==> config.mk <==
export PLATFORM = sky130hd
export DESIGN_NAME = double_to_long
export DESIGN_NICKNAME = d
export VERILOG_FILES = /design/src/rtl/double_to_long_pkg.sv /design/src/rtl/double_to_long_unpack.sv /design/src/rtl/double_to_long.sv
export SDC_FILE = /design/constraint.sdc
export NUM_CORES = 1
export LEC_CHECK = 0
export CAP_MARGIN = 30
export CORE_ASPECT_RATIO = 0.75
export CORE_MARGIN = 2
export CORE_UTILIZATION = 40
export DETAILED_ROUTE_END_ITERATION = 8
export GPL_TIMING_DRIVEN = 0
export SLEW_MARGIN = 10
export SYNTH_ARGS = -nofsm -noshare
export SYNTH_HDL_FRONTEND = slang
export SYNTH_SLANG_ARGS = --single-unit
==> constraint.sdc <==
create_clock -name clk -period 14.25 [get_ports clk]
set_clock_uncertainty 0.1 [all_clocks]
set_input_delay 2.85 -clock clk [delete_from_list [all_inputs] [get_ports clk]]
set_output_delay 2.85 -clock clk [all_outputs]
set_load 0.02 [all_outputs]
==> src/rtl/double_to_long_pkg.sv <==
// Shared constants, state encoding and unpacked-operand type for the
// binary64 -> int64 converter.
package double_to_long_pkg;

  localparam int          DBL_EXP_BIAS = 1023;
  localparam logic [10:0] DBL_EXP_MAX  = 11'h7FF;
  localparam logic [63:0] INT64_MIN    = 64'h8000_0000_0000_0000;

  typedef enum logic [2:0] {
    GET_A   = 3'd0,
    UNPACK  = 3'd1,
    SPECIAL = 3'd2,
    CONVERT = 3'd3,
    PACK    = 3'd4,
    PUT_Z   = 3'd5
  } state_t;

  // mant is left-aligned: value = mant * 2^(exp - 63)
  typedef struct packed {
    logic               sign;
    logic signed [11:0] exp;
    logic [63:0]        mant;
    logic               is_inf_nan;
    logic               is_too_big;
    logic               is_frac;
  } unpacked_t;

endpackage

==> src/rtl/double_to_long_unpack.sv <==
// Combinational binary64 field split: sign, unbiased exponent, left-aligned
// mantissa and the classification flags used by integer converters.
module double_to_long_unpack
  import double_to_long_pkg::*;
(
  input  logic [63:0] a,
  output unpacked_t   u
);

  logic [10:0]        exp_field;
  logic signed [11:0] exp_unb;

  always_comb begin
    exp_field    = a[62:52];
    exp_unb      = $signed({1'b0, exp_field}) - $signed(12'(DBL_EXP_BIAS));
    u.sign       = a[63];
    u.exp        = exp_unb;
    u.mant       = {1'b1, a[51:0], 11'b0};
    u.is_inf_nan = (exp_field == DBL_EXP_MAX);
    // Magnitude >= 2^63 saturates; magnitude < 1 (zero, denormals) truncates to 0.
    u.is_too_big = (exp_unb >= 12'sd63);
    u.is_frac    = (exp_unb < 12'sd0);
  end

endmodule

==> src/rtl/double_to_long.sv <==
// binary64 -> signed int64 with truncation toward zero; multi-cycle FSM that
// right-shifts the left-aligned mantissa until the exponent reaches 63.
module double_to_long
  import double_to_long_pkg::*;
#(
  parameter int SHIFT_PER_CYCLE = 1
) (
  input  logic        clk,
  input  logic        rst,
  input  logic [63:0] input_a,
  input  logic        input_a_stb,
  output logic        input_a_ack,
  output logic [63:0] output_z,
  output logic        output_z_stb,
  input  logic        output_z_ack,
  output logic [2:0]  dbg_state
);

  // Handshake: a word moves on a rising edge where stb and ack are both 1;
  // the side that raised ack/stb drops it in the cycle after that edge.

  state_t             state, state_nxt;
  logic [63:0]        a_reg;
  logic               s_reg;
  logic signed [11:0] e_reg;
  logic [63:0]        m_reg;
  logic               inf_nan_reg, too_big_reg, frac_reg;
  logic [63:0]        z_reg;
  logic               ack_reg, stb_reg;
  logic               ack_nxt, stb_nxt;
  unpacked_t          u;

  logic               in_xfer, out_xfer;
  logic signed [11:0] e_gap;
  logic [6:0]         step;
  logic signed [11:0] e_step;
  logic [63:0]        m_step;

  double_to_long_unpack u_unpack (
    .a (a_reg),
    .u (u)
  );

  assign in_xfer      = input_a_stb && ack_reg;
  assign out_xfer     = stb_reg && output_z_ack;
  assign input_a_ack  = ack_reg;
  assign output_z_stb = stb_reg;
  assign output_z     = z_reg;
  assign dbg_state    = state;

  // Shift never overshoots: the last step only closes the remaining gap to 63.
  always_comb begin
    e_gap = 12'sd63 - e_reg;
    if (e_gap < $signed(12'(SHIFT_PER_CYCLE))) step = e_gap[6:0];
    else                                        step = 7'(SHIFT_PER_CYCLE);
    e_step = e_reg + $signed({5'd0, step});
    m_step = m_reg >> step;
  end

  always_ff @(posedge clk or posedge rst) begin
    if (rst) state <= GET_A;
    else     state <= state_nxt;
  end

  always_comb begin
    state_nxt = state;
    case (state)
      GET_A:   if (in_xfer) state_nxt = UNPACK;
      UNPACK:  state_nxt = SPECIAL;
      SPECIAL: begin
        if (inf_nan_reg || too_big_reg || frac_reg) state_nxt = PUT_Z;
        else                                        state_nxt = CONVERT;
      end
      CONVERT: if (e_step == 12'sd63) state_nxt = PACK;
      PACK:    state_nxt = PUT_Z;
      PUT_Z:   if (out_xfer) state_nxt = GET_A;
      default: state_nxt = GET_A;
    endcase
  end

  // ack follows the next state so it reopens right after an output transfer;
  // stb follows the current state, giving one settle cycle in PUT_Z.
  always_comb begin
    ack_nxt = (state_nxt == GET_A);
    stb_nxt = (state == PUT_Z) && !out_xfer;
  end

  always_ff @(posedge clk or posedge rst) begin
    if (rst) begin
      ack_reg <= 1'b0;
      stb_reg <= 1'b0;
    end else begin
      ack_reg <= ack_nxt;
      stb_reg <= stb_nxt;
    end
  end

  always_ff @(posedge clk or posedge rst) begin
    if (rst) begin
      a_reg       <= '0;
      s_reg       <= 1'b0;
      e_reg       <= '0;
      m_reg       <= '0;
      inf_nan_reg <= 1'b0;
      too_big_reg <= 1'b0;
      frac_reg    <= 1'b0;
      z_reg       <= '0;
    end else begin
      case (state)
        GET_A: if (in_xfer) a_reg <= input_a;
        UNPACK: begin
          s_reg       <= u.sign;
          e_reg       <= u.exp;
          m_reg       <= u.mant;
          inf_nan_reg <= u.is_inf_nan;
          too_big_reg <= u.is_too_big;
          frac_reg    <= u.is_frac;
        end
        SPECIAL: begin
          if (inf_nan_reg || too_big_reg) z_reg <= INT64_MIN;
          else if (frac_reg)              z_reg <= '0;
        end
        CONVERT: begin
          m_reg <= m_step;
          e_reg <= e_step;
        end
        PACK:    z_reg <= s_reg ? (64'd0 - m_reg) : m_reg;
        default: ;
      endcase
    end
  end

endmodule
==> report_table.html, run 1 <==
<table>
<tr><th>Metric</th><th>Value</th></tr>
<tr><th colspan="2">Floorplanning</th></tr>
<tr><td>Number of cell rows</td><td>61</td></tr>
<tr><td>Number of ports placed on the die boundary</td><td>137</td></tr>
<tr><td>Die outline area</td><td>39470 um2</td></tr>
<tr><td>Initial Util</td><td>40.76%</td></tr>
<tr><td>Width of the chip</td><td>228.7 um</td></tr>
<tr><td>Core Box Area</td><td>37170 um2</td></tr>
<tr><td>Die span in y</td><td>172.6 um</td></tr>
<tr><th colspan="2">Timing</th></tr>
<tr><td>Setup repair after global routing missed its margin</td><td>false</td></tr>
<tr><td>Clock period minus final worst setup slack</td><td>5507 ps</td></tr>
<tr><td>Number of failing setup endpoints in the final timing report</td><td>0</td></tr>
<tr><td>Slack of the critical path</td><td>8743 ps</td></tr>
<tr><td>Slew HR</td><td>24.50%</td></tr>
<tr><td>Setup TNS</td><td>0 ps</td></tr>
<tr><td>Final Cycle Share</td><td>38.65%</td></tr>
<tr><td>Max-slew violation count</td><td>0</td></tr>
<tr><td>Worst-margin pin slew</td><td>1132 ps</td></tr>
<tr><td>Maximum clock frequency</td><td>0.1816 GHz</td></tr>
<tr><td>Final hold viol count</td><td>0</td></tr>
<tr><th colspan="2">Global route</th></tr>
<tr><td>Overall Global Routing Usage</td><td>38.06%</td></tr>
<tr><td>Maximum number of pins on one net before global-route repair</td><td>116</td></tr>
<tr><td>Total gr overflow</td><td>0</td></tr>
<tr><td>Initial antenna violation count</td><td>1</td></tr>
<tr><td>First-pass GRT wire length</td><td>110900 um</td></tr>
<tr><td>Via count of the first global-routing pass</td><td>15536</td></tr>
<tr><th colspan="2">CTS</th></tr>
<tr><td>Clock sinks</td><td>213</td></tr>
<tr><td>Hold Buf Count CTS</td><td>0</td></tr>
<tr><td>Clock slew at reported path FFs</td><td>70 ps</td></tr>
<tr><td>TritonCTS Buffers</td><td>24</td></tr>
<tr><td>Setup repair bufs after CTS</td><td>0</td></tr>
<tr><td>H-tree lvl count</td><td>1</td></tr>
<tr><td>CTS root buffer</td><td>sky130_fd_sc_hd__clkbuf_16</td></tr>
<tr><td>Quantity of gates resized following cts</td><td>0</td></tr>
<tr><td>Worst-Skew Late Latency</td><td>590 ps</td></tr>
<tr><td>Max Root-Sink Buffers</td><td>3</td></tr>
<tr><td>CTS tree</td><td>done</td></tr>
<tr><th colspan="2">Worst setup path</th></tr>
<tr><td>Crit path kind</td><td>reg2reg</td></tr>
<tr><td>Critical path endpoint category</td><td>flop</td></tr>
<tr><td>Crit path largest cell delay</td><td>790 ps</td></tr>
<tr><td>Most numerous cell on the critical path</td><td>sky130_fd_sc_hd__clkbuf_1</td></tr>
<tr><td>Critical Path Start Type</td><td>flop</td></tr>
<tr><td>Cell-by-cell listing of the critical path</td><td>buf_2 &gt; or3_1 &gt; clkbuf_1 &gt; o21ai_1 &gt; nor2_1 &gt; clkbuf_1 &gt; clkbuf_1 &gt; mux2i_1 &gt; o21ai_0 &gt; a221oi_1 &gt; nor2_1</td></tr>
<tr><td>Standard cell with the maximum stage delay on the critical path</td><td>sky130_fd_sc_hd__a221oi_1</td></tr>
<tr><td>Maximum fanout count along the critical path</td><td>10</td></tr>
<tr><td>Slack of the worst reg-to-reg path</td><td>8740 ps</td></tr>
<tr><td>Cell family contributing the most delay on the critical path</td><td>buffers and inverters</td></tr>
<tr><td>Required time at the worst-slack endpoint</td><td>14570 ps</td></tr>
<tr><td>Data arrival at the endpoint of the critical path</td><td>5830 ps</td></tr>
<tr><td>Sum of buffers and inverters on the critical path</td><td>4</td></tr>
<tr><th colspan="2">Placed design</th></tr>
<tr><td>Last weighted congestion value of the routability-driven placer</td><td>1.063</td></tr>
<tr><td>Detailed-placement wirelength estimate</td><td>59620 um</td></tr>
<tr><td>Count of input and output buffers</td><td>136</td></tr>
<tr><td>Setup slack after placement</td><td>8814 ps</td></tr>
<tr><th colspan="2">Routing</th></tr>
<tr><td>Per-cell routed wire length</td><td>29.98 um</td></tr>
<tr><td>Post-Route WL</td><td>76870 um</td></tr>
<tr><td>Routed vias</td><td>16823</td></tr>
<tr><td>Ratio of routed vias to standard cells</td><td>6.561</td></tr>
<tr><td>Initial DRT Pass Iterations</td><td>6</td></tr>
<tr><td>Remaining DRCs</td><td>0</td></tr>
<tr><td>Antenna-violating nets left</td><td>0</td></tr>
<tr><td>Iter 0 DRT Violations</td><td>2540</td></tr>
<tr><th colspan="2">Finish</th></tr>
<tr><td>Number of nets in the layout</td><td>2115</td></tr>
<tr><td>Total area of sequential cells</td><td>5330 um2</td></tr>
<tr><td>Share of layout cells above drive strength 1</td><td>7.961%</td></tr>
<tr><td>Area grow syn2layout</td><td>19.67%</td></tr>
<tr><td>Most common library cell in the layout ignoring fill and taps</td><td>sky130_fd_sc_hd__nand2_1</td></tr>
<tr><td>Multi-input gate area</td><td>8972 um2</td></tr>
<tr><td>Commonest cells after routing, fill and taps aside</td><td>sky130_fd_sc_hd__nand2_1 (244), sky130_fd_sc_hd__dfrtp_1 (213), sky130_fd_sc_hd__nor2_1 (211)</td></tr>
<tr><td>Fill cells</td><td>3761</td></tr>
<tr><td>Number of antenna repair diodes</td><td>0</td></tr>
<tr><th colspan="2">Logic synthesis</th></tr>
<tr><td>Post-synth EDFFs</td><td>0</td></tr>
<tr><td>Post-Syn Area per Cell</td><td>8.103 um2</td></tr>
<tr><td>Fraction of synthesized cell area taken by the top area cell type</td><td>35.18%</td></tr>
<tr><td>Combined area of all synthesized cells</td><td>15150 um2</td></tr>
<tr><td>Number of distinct standard cells referenced by the synthesized netlist</td><td>75</td></tr>
<tr><td>Sequential share of the synthesized area</td><td>35.18%</td></tr>
<tr><td>Instance count of the mapped netlist</td><td>1870</td></tr>
<tr><td>Most common flop cell mapped by yosys</td><td>sky130_fd_sc_hd__dfrtp_1</td></tr>
<tr><td>Biggest area consumer among synthesized cells</td><td>sky130_fd_sc_hd__dfrtp_1</td></tr>
<tr><td>Cell types occupying the most area after synthesis</td><td>sky130_fd_sc_hd__dfrtp_1 (35%), sky130_fd_sc_hd__mux2i_1 (6.6%), sky130_fd_sc_hd__nand2_1 (6.0%), sky130_fd_sc_hd__nor2_1 (5.2%), sky130_fd_sc_hd__o21ai_0 (5.1%)</td></tr>
<tr><td>Async S/R FF share, synth</td><td>100.0%</td></tr>
<tr><td>Warnings from Yosys</td><td>0</td></tr>
<tr><td>Number of synthesized register bits</td><td>213</td></tr>
<tr><td>Syn nets</td><td>1943</td></tr>
<tr><th colspan="2">Power</th></tr>
<tr><td>Leakage</td><td>0.007307 uW</td></tr>
<tr><td>Ratio of total power to cell area</td><td>305.2 nW/um2</td></tr>
<tr><td>IR Drop Worst-Case VDD</td><td>117.5 uV</td></tr>
<tr><th colspan="2">Worst hold path</th></tr>
<tr><td>Type of the worst min-delay path</td><td>reg2reg</td></tr>
<tr><th colspan="2">Job</th></tr>
<tr><td>Max-cap viol count</td><td>0</td></tr>
<tr><th colspan="2">Status</th></tr>
<tr><td>Status</td><td>finished clean</td></tr>
</table>
## where the power goes
| part | switching (uW) | internal, uW |
|---|---|---|
| logic | 2600 | 1100 |
| clock network | 299 | 408 |
| registers | 230 | 888 |
| total | 3130 | 2400 |
## stage by stage
step | power, uW | instance area (um2) | cells | hold WS, ps | util [%]
after CTS | 5329 | 18110 | 2562 | 381.5 | 48.73
after floorplan | 3107 | 15150 | 1870 | 334.8 | -
after detailed placement | 4617 | 17230 | 2518 | 365.4 | 46.35
after global routing | 5727 | 18130 | 2564 | 398.9 | 48.78
after global placement | 4593 | 17140 | 2510 | 364.2 | 46.12
final | 5533 | 18130 | 2564 | 375.0 | 48.78
## synth_stat cells, drive strengths merged (4+ instances only)
cell    count
a211oi     18
a21o        7
a21oi     100
a221oi     33
a22o        4
a22oi      54
a31oi      13
a32oi       9
and2        4
and3       15
buf        33
clkbuf    157
dfrtp     213
ha          5
inv        23
mux2       64
mux2i     100
nand2     244
nand2b      8
nand3      64
nand4       9
nor2      211
nor2b       6
nor3       24
nor4        6
o211ai     25
o21ai     160
o221ai     11
o22ai      40
o311ai     26
o31ai      25
o41ai       7
or2         7
or3        18
or4         8
xnor2      15
xor2       59
## area by class of cell
cell class	count	share of cell area [%]
Buffer	190	4.175
Timing Repair Buffer	146	8.004
Tap cell	504	3.478
Clock buffer	29	3.636
Sequential cell	213	29.40
Multi-Input combinational cell	1441	49.48
Clock inverter	15	1.249
Inverter	26	0.5796
## per-layer routing
layer / up-vias / wire (um) / GRT usage (%)
li1: 7171 / - / -
met1: 8233 / 33230 / 56.17
met2: 1231 / 30460 / 52.66
met3: 186 / 10450 / 11.68
met4: 2 / 2730 / 11.76
met5: - / 8 / 0
## final timing paths
check                                               from                       end  depth (start not counted)
worst max-delay path                e_reg[8]$_DFFE_PP0P_     m_reg[52]$_DFFE_PP0P_                         11
worst min-delay path            output_z[48]$_DFFE_PP0P_  output_z[48]$_DFFE_PP0P_                          2
worst max register to register      e_reg[8]$_DFFE_PP0P_     m_reg[52]$_DFFE_PP0P_                         11
worst min register to register  output_z[48]$_DFFE_PP0P_  output_z[48]$_DFFE_PP0P_                          2
max in group asynchronous                            rst     a_reg[11]$_DFFE_PP0P_                          3
min in group asynchronous                            rst  output_z[52]$_DFFE_PP0P_                          2
## logic make-up (layout without fill, tap and decap cells)
kind of cell             count (synthesis)  count (layout)  synth area share, %
flip-flops                             213             213                35.18
XOR/XNOR                                74              74                4.278
AO/OA/AOI/OAI                          561             561                24.34
adder cells (fa/ha/maj)                  5               5               0.4129
AND/OR/NAND/NOR                        635             635                18.49
multiplexers                           166             166                11.66
buffers and inverters                  216             406                5.640
## worst register-to-register path: stages, from the launching register on
cell	delay, ps
sky130_fd_sc_hd__dfrtp_1	320
sky130_fd_sc_hd__buf_2	220
sky130_fd_sc_hd__or3_1	150
sky130_fd_sc_hd__clkbuf_1	280
sky130_fd_sc_hd__o21ai_1	310
sky130_fd_sc_hd__nor2_1	500
sky130_fd_sc_hd__clkbuf_1	640
sky130_fd_sc_hd__clkbuf_1	690
sky130_fd_sc_hd__mux2i_1	790
sky130_fd_sc_hd__o21ai_0	470
sky130_fd_sc_hd__a221oi_1	790
sky130_fd_sc_hd__nor2_1	80
Note: power is estimated with default switching activity, not from simulation.
==> run 2: changes to the inputs <==
==> constraint.sdc (replaced) <==
create_clock -name clk -period 5.7 [get_ports clk]
set_clock_uncertainty 0.1 [all_clocks]
set_input_delay 1.14 -clock clk [delete_from_list [all_inputs] [get_ports clk]]
set_output_delay 1.14 -clock clk [all_outputs]
set_load 0.02 [all_outputs]
==> report_table.html, run 2 (same netlist as run 1, synthesis figures left out) <==
<table>
<tr><th>Metric</th><th>Value</th></tr>
<tr><th colspan="2">Status</th></tr>
<tr><td>Status</td><td>finished clean</td></tr>
<tr><th colspan="2">Worst hold path</th></tr>
<tr><td>Source of the worst hold timing path</td><td>output_z[3]$_DFFE_PP0P_</td></tr>
<tr><td>Type of the worst min-delay path</td><td>reg2reg</td></tr>
<tr><th colspan="2">CTS</th></tr>
<tr><td>CTS root buffer</td><td>sky130_fd_sc_hd__clkbuf_16</td></tr>
<tr><td>Max Root-Sink Buffers</td><td>3 (unchanged)</td></tr>
<tr><td>TritonCTS Buffers</td><td>24 (unchanged)</td></tr>
<tr><td>Clock slew at reported path FFs</td><td>60 ps (about the same)</td></tr>
<tr><td>Clock sinks</td><td>213 (unchanged)</td></tr>
<tr><td>CTS tree</td><td>done</td></tr>
<tr><td>Setup repair bufs after CTS</td><td>0 (unchanged)</td></tr>
<tr><td>Hold Buf Count CTS</td><td>0 (unchanged)</td></tr>
<tr><td>H-tree lvl count</td><td>1 (unchanged)</td></tr>
<tr><td>Quantity of gates resized following cts</td><td>0 (unchanged)</td></tr>
<tr><td>Worst-Skew Late Latency</td><td>580 ps (about the same)</td></tr>
<tr><th colspan="2">Placed design</th></tr>
<tr><td>Last weighted congestion value of the routability-driven placer</td><td>1.086 (+2.1%)</td></tr>
<tr><td>Detailed-placement wirelength estimate</td><td>58940 um (-1.1%)</td></tr>
<tr><td>Count of input and output buffers</td><td>136 (unchanged)</td></tr>
<tr><td>Number of placed instances with taps included</td><td>2523 (+0.20%)</td></tr>
<tr><td>Setup slack after placement</td><td>717.0 ps (-8097 ps)</td></tr>
<tr><th colspan="2">Timing</th></tr>
<tr><td>Final Cycle Share</td><td>94.52% (+56 points)</td></tr>
<tr><td>Slew HR</td><td>28.97% (+4.5 points)</td></tr>
<tr><td>Worst-margin pin slew</td><td>1061 ps (-70.99 ps)</td></tr>
<tr><td>Slack of the critical path</td><td>312.5 ps (-8430 ps)</td></tr>
<tr><td>Number of failing setup endpoints in the final timing report</td><td>0 (unchanged)</td></tr>
<tr><td>Clock period minus final worst setup slack</td><td>5387 ps (-119.8 ps)</td></tr>
<tr><td>Maximum clock frequency</td><td>0.1856 GHz (+2.2%)</td></tr>
<tr><td>Max-slew violation count</td><td>0 (unchanged)</td></tr>
<tr><td>Setup repair after global routing missed its margin</td><td>false</td></tr>
<tr><td>Final hold viol count</td><td>0 (unchanged)</td></tr>
<tr><td>Setup TNS</td><td>0 ps (unchanged)</td></tr>
<tr><th colspan="2">Global route</th></tr>
<tr><td>Total gr overflow</td><td>0 (unchanged)</td></tr>
<tr><td>Initial antenna violation count</td><td>1 (unchanged)</td></tr>
<tr><td>First-pass GRT wire length</td><td>108500 um (-2.1%)</td></tr>
<tr><td>Overall Global Routing Usage</td><td>37.16% (-0.91 points)</td></tr>
<tr><td>Maximum number of pins on one net before global-route repair</td><td>38 (-67%)</td></tr>
<tr><td>Via count of the first global-routing pass</td><td>15571 (+0.23%)</td></tr>
<tr><th colspan="2">Worst setup path</th></tr>
<tr><td>Worst Setup EP</td><td>m_reg[50]$_DFFE_PP0P_</td></tr>
<tr><td>Setup crit start</td><td>e_reg[9]$_DFFE_PP0P_</td></tr>
<tr><td>Critical Path Start Type</td><td>flop</td></tr>
<tr><td>Maximum fanout count along the critical path</td><td>10 (unchanged)</td></tr>
<tr><td>Critical path endpoint category</td><td>flop</td></tr>
<tr><td>Worst R2R Path Depth</td><td>11 (unchanged)</td></tr>
<tr><td>Required time at the worst-slack endpoint</td><td>6020 ps (-8550 ps)</td></tr>
<tr><td>Critical R2R Capture</td><td>m_reg[50]$_DFFE_PP0P_</td></tr>
<tr><td>Data arrival at the endpoint of the critical path</td><td>5710 ps (-120 ps)</td></tr>
<tr><td>Crit path kind</td><td>reg2reg</td></tr>
<tr><td>Startpoint of the lowest-slack register-to-register path</td><td>e_reg[9]$_DFFE_PP0P_</td></tr>
<tr><td>Slack of the worst reg-to-reg path</td><td>310 ps (-8430 ps)</td></tr>
<tr><th colspan="2">Power</th></tr>
<tr><td>Total Power Consumption</td><td>13600 uW (+150%)</td></tr>
<tr><td>IR Drop Worst-Case VDD</td><td>307.1 uV (+160%)</td></tr>
<tr><td>Ratio of total power to cell area</td><td>750.2 nW/um2 (+150%)</td></tr>
<tr><td>Leakage</td><td>0.007319 uW (+0.17%)</td></tr>
<tr><th colspan="2">Routing</th></tr>
<tr><td>Routed vias</td><td>16574 (-1.5%)</td></tr>
<tr><td>Initial DRT Pass Iterations</td><td>6 (unchanged)</td></tr>
<tr><td>Remaining DRCs</td><td>0 (unchanged)</td></tr>
<tr><td>Per-cell routed wire length</td><td>29.19 um (-2.6%)</td></tr>
<tr><td>Iter 0 DRT Violations</td><td>2540 (unchanged)</td></tr>
<tr><td>Ratio of routed vias to standard cells</td><td>6.452 (-1.7%)</td></tr>
<tr><td>Post-Route WL</td><td>74980 um (-2.5%)</td></tr>
<tr><td>Antenna-violating nets left</td><td>0 (unchanged)</td></tr>
<tr><th colspan="2">Floorplanning</th></tr>
<tr><td>Width of the chip</td><td>228.7 um (unchanged)</td></tr>
<tr><td>Number of ports placed on the die boundary</td><td>137 (unchanged)</td></tr>
<tr><td>Die span in y</td><td>172.6 um (unchanged)</td></tr>
<tr><td>Number of cell rows</td><td>61 (unchanged)</td></tr>
<tr><td>Core Box Area</td><td>37170 um2 (unchanged)</td></tr>
<tr><td>Die outline area</td><td>39470 um2 (unchanged)</td></tr>
<tr><td>Initial Util</td><td>40.76% (unchanged)</td></tr>
<tr><th colspan="2">Finish</th></tr>
<tr><td>Commonest cells after routing, fill and taps aside</td><td>sky130_fd_sc_hd__nand2_1 (244), sky130_fd_sc_hd__dfrtp_1 (213), sky130_fd_sc_hd__nor2_1 (211)</td></tr>
<tr><td>Share of layout cells above drive strength 1</td><td>8.087% (+0.13 points)</td></tr>
<tr><td>Number of nets in the layout</td><td>2120 (+0.24%)</td></tr>
<tr><td>Cell Count, Final, Fillers Out</td><td>2569 (+0.20%)</td></tr>
<tr><td>Area grow syn2layout</td><td>19.68% (about the same)</td></tr>
<tr><td>Number of antenna repair diodes</td><td>0 (unchanged)</td></tr>
<tr><td>Most common library cell in the layout ignoring fill and taps</td><td>sky130_fd_sc_hd__nand2_1</td></tr>
<tr><th colspan="2">Job</th></tr>
<tr><td>Max-cap viol count</td><td>0 (unchanged)</td></tr>
</table>
-- run 2: cell types whose count changed in the layout (fill, tap and decap cells not counted), sizes merged --
| cell | previous run | this run |
|---|---|---|
| clkbuf | 187 | 188 |
| clkinv | 9 | 13 |
| inv | 25 | 22 |
| buf | 42 | 48 |
| bufinv | 4 | 2 |
| clkinvlp | 3 | 2 |
-- run 2: critical path, stage by stage, from the launching register on --
cell and delay [ps]:
sky130_fd_sc_hd__dfrtp_1 390, sky130_fd_sc_hd__clkbuf_1 270, sky130_fd_sc_hd__or3b_2 560, sky130_fd_sc_hd__nor2_1 650
sky130_fd_sc_hd__clkbuf_1 510, sky130_fd_sc_hd__a22oi_1 180, sky130_fd_sc_hd__o311ai_0 250, sky130_fd_sc_hd__mux2i_1 280
sky130_fd_sc_hd__a21oi_1 880, sky130_fd_sc_hd__mux2i_1 450, sky130_fd_sc_hd__a221oi_1 640, sky130_fd_sc_hd__nor2_1 80
-- run 2: area by class of cell --
type,count,area (um2)
buffer,190,757.0
clock inverter,13,128.9
timing repair buffer,151,1546
fill,3718,19040
clock buffer,31,666.9
inverter,26,101.3
sequential,213,5330
multi-input combinational,1441,8972
tap,504,630.6
-- run 2: worst min path at each step --
stage / to / slack (ps) / cells after the start
global placement: output_z[49]$_DFFE_PP0P_ / 370 / 2
global route: output_z[51]$_DFFE_PP0P_ / 400 / 2
finish: output_z[3]$_DFFE_PP0P_ / 380 / 2
detailed placement: output_z[48]$_DFFE_PP0P_ / 370 / 2
CTS: output_z[48]$_DFFE_PP0P_ / 380 / 2
floorplan: s_reg$_DFFE_PP0P_ / 330 / 2
-- run 2: power breakdown --
| part | leakage, uW | switching (uW) | internal (uW) |
|---|---|---|---|
| Sequential | 0.00266 | 598 | 2220 |
| Clock | 0.000399 | 694 | 917 |
| Combinational | 0.00426 | 6410 | 2770 |
| Total | 0.00732 | 7700 | 5910 |
-- run 2: per-layer routing --
metal / track usage (%) / part of all wire [%] / vias up
met4: 11.03 / 3.3 / 4
met5: 0 / 0.029 / -
met2: 51.52 / 40 / 1222
met3: 12.73 / 14 / 170
met1: 54.06 / 43 / 8003
li1: - / - / 7175
-- run 2: stage by stage --
step                instance area (um2)  util, %  hold slack [ps]
finish                            18130    48.79            375.1
global route                      18130    48.79            397.7
CTS                               18110    48.73            381.9
detailed placement                17320    46.59            369.5
global placement                  17150    46.13            365.2
floorplan                         15160        -            334.8
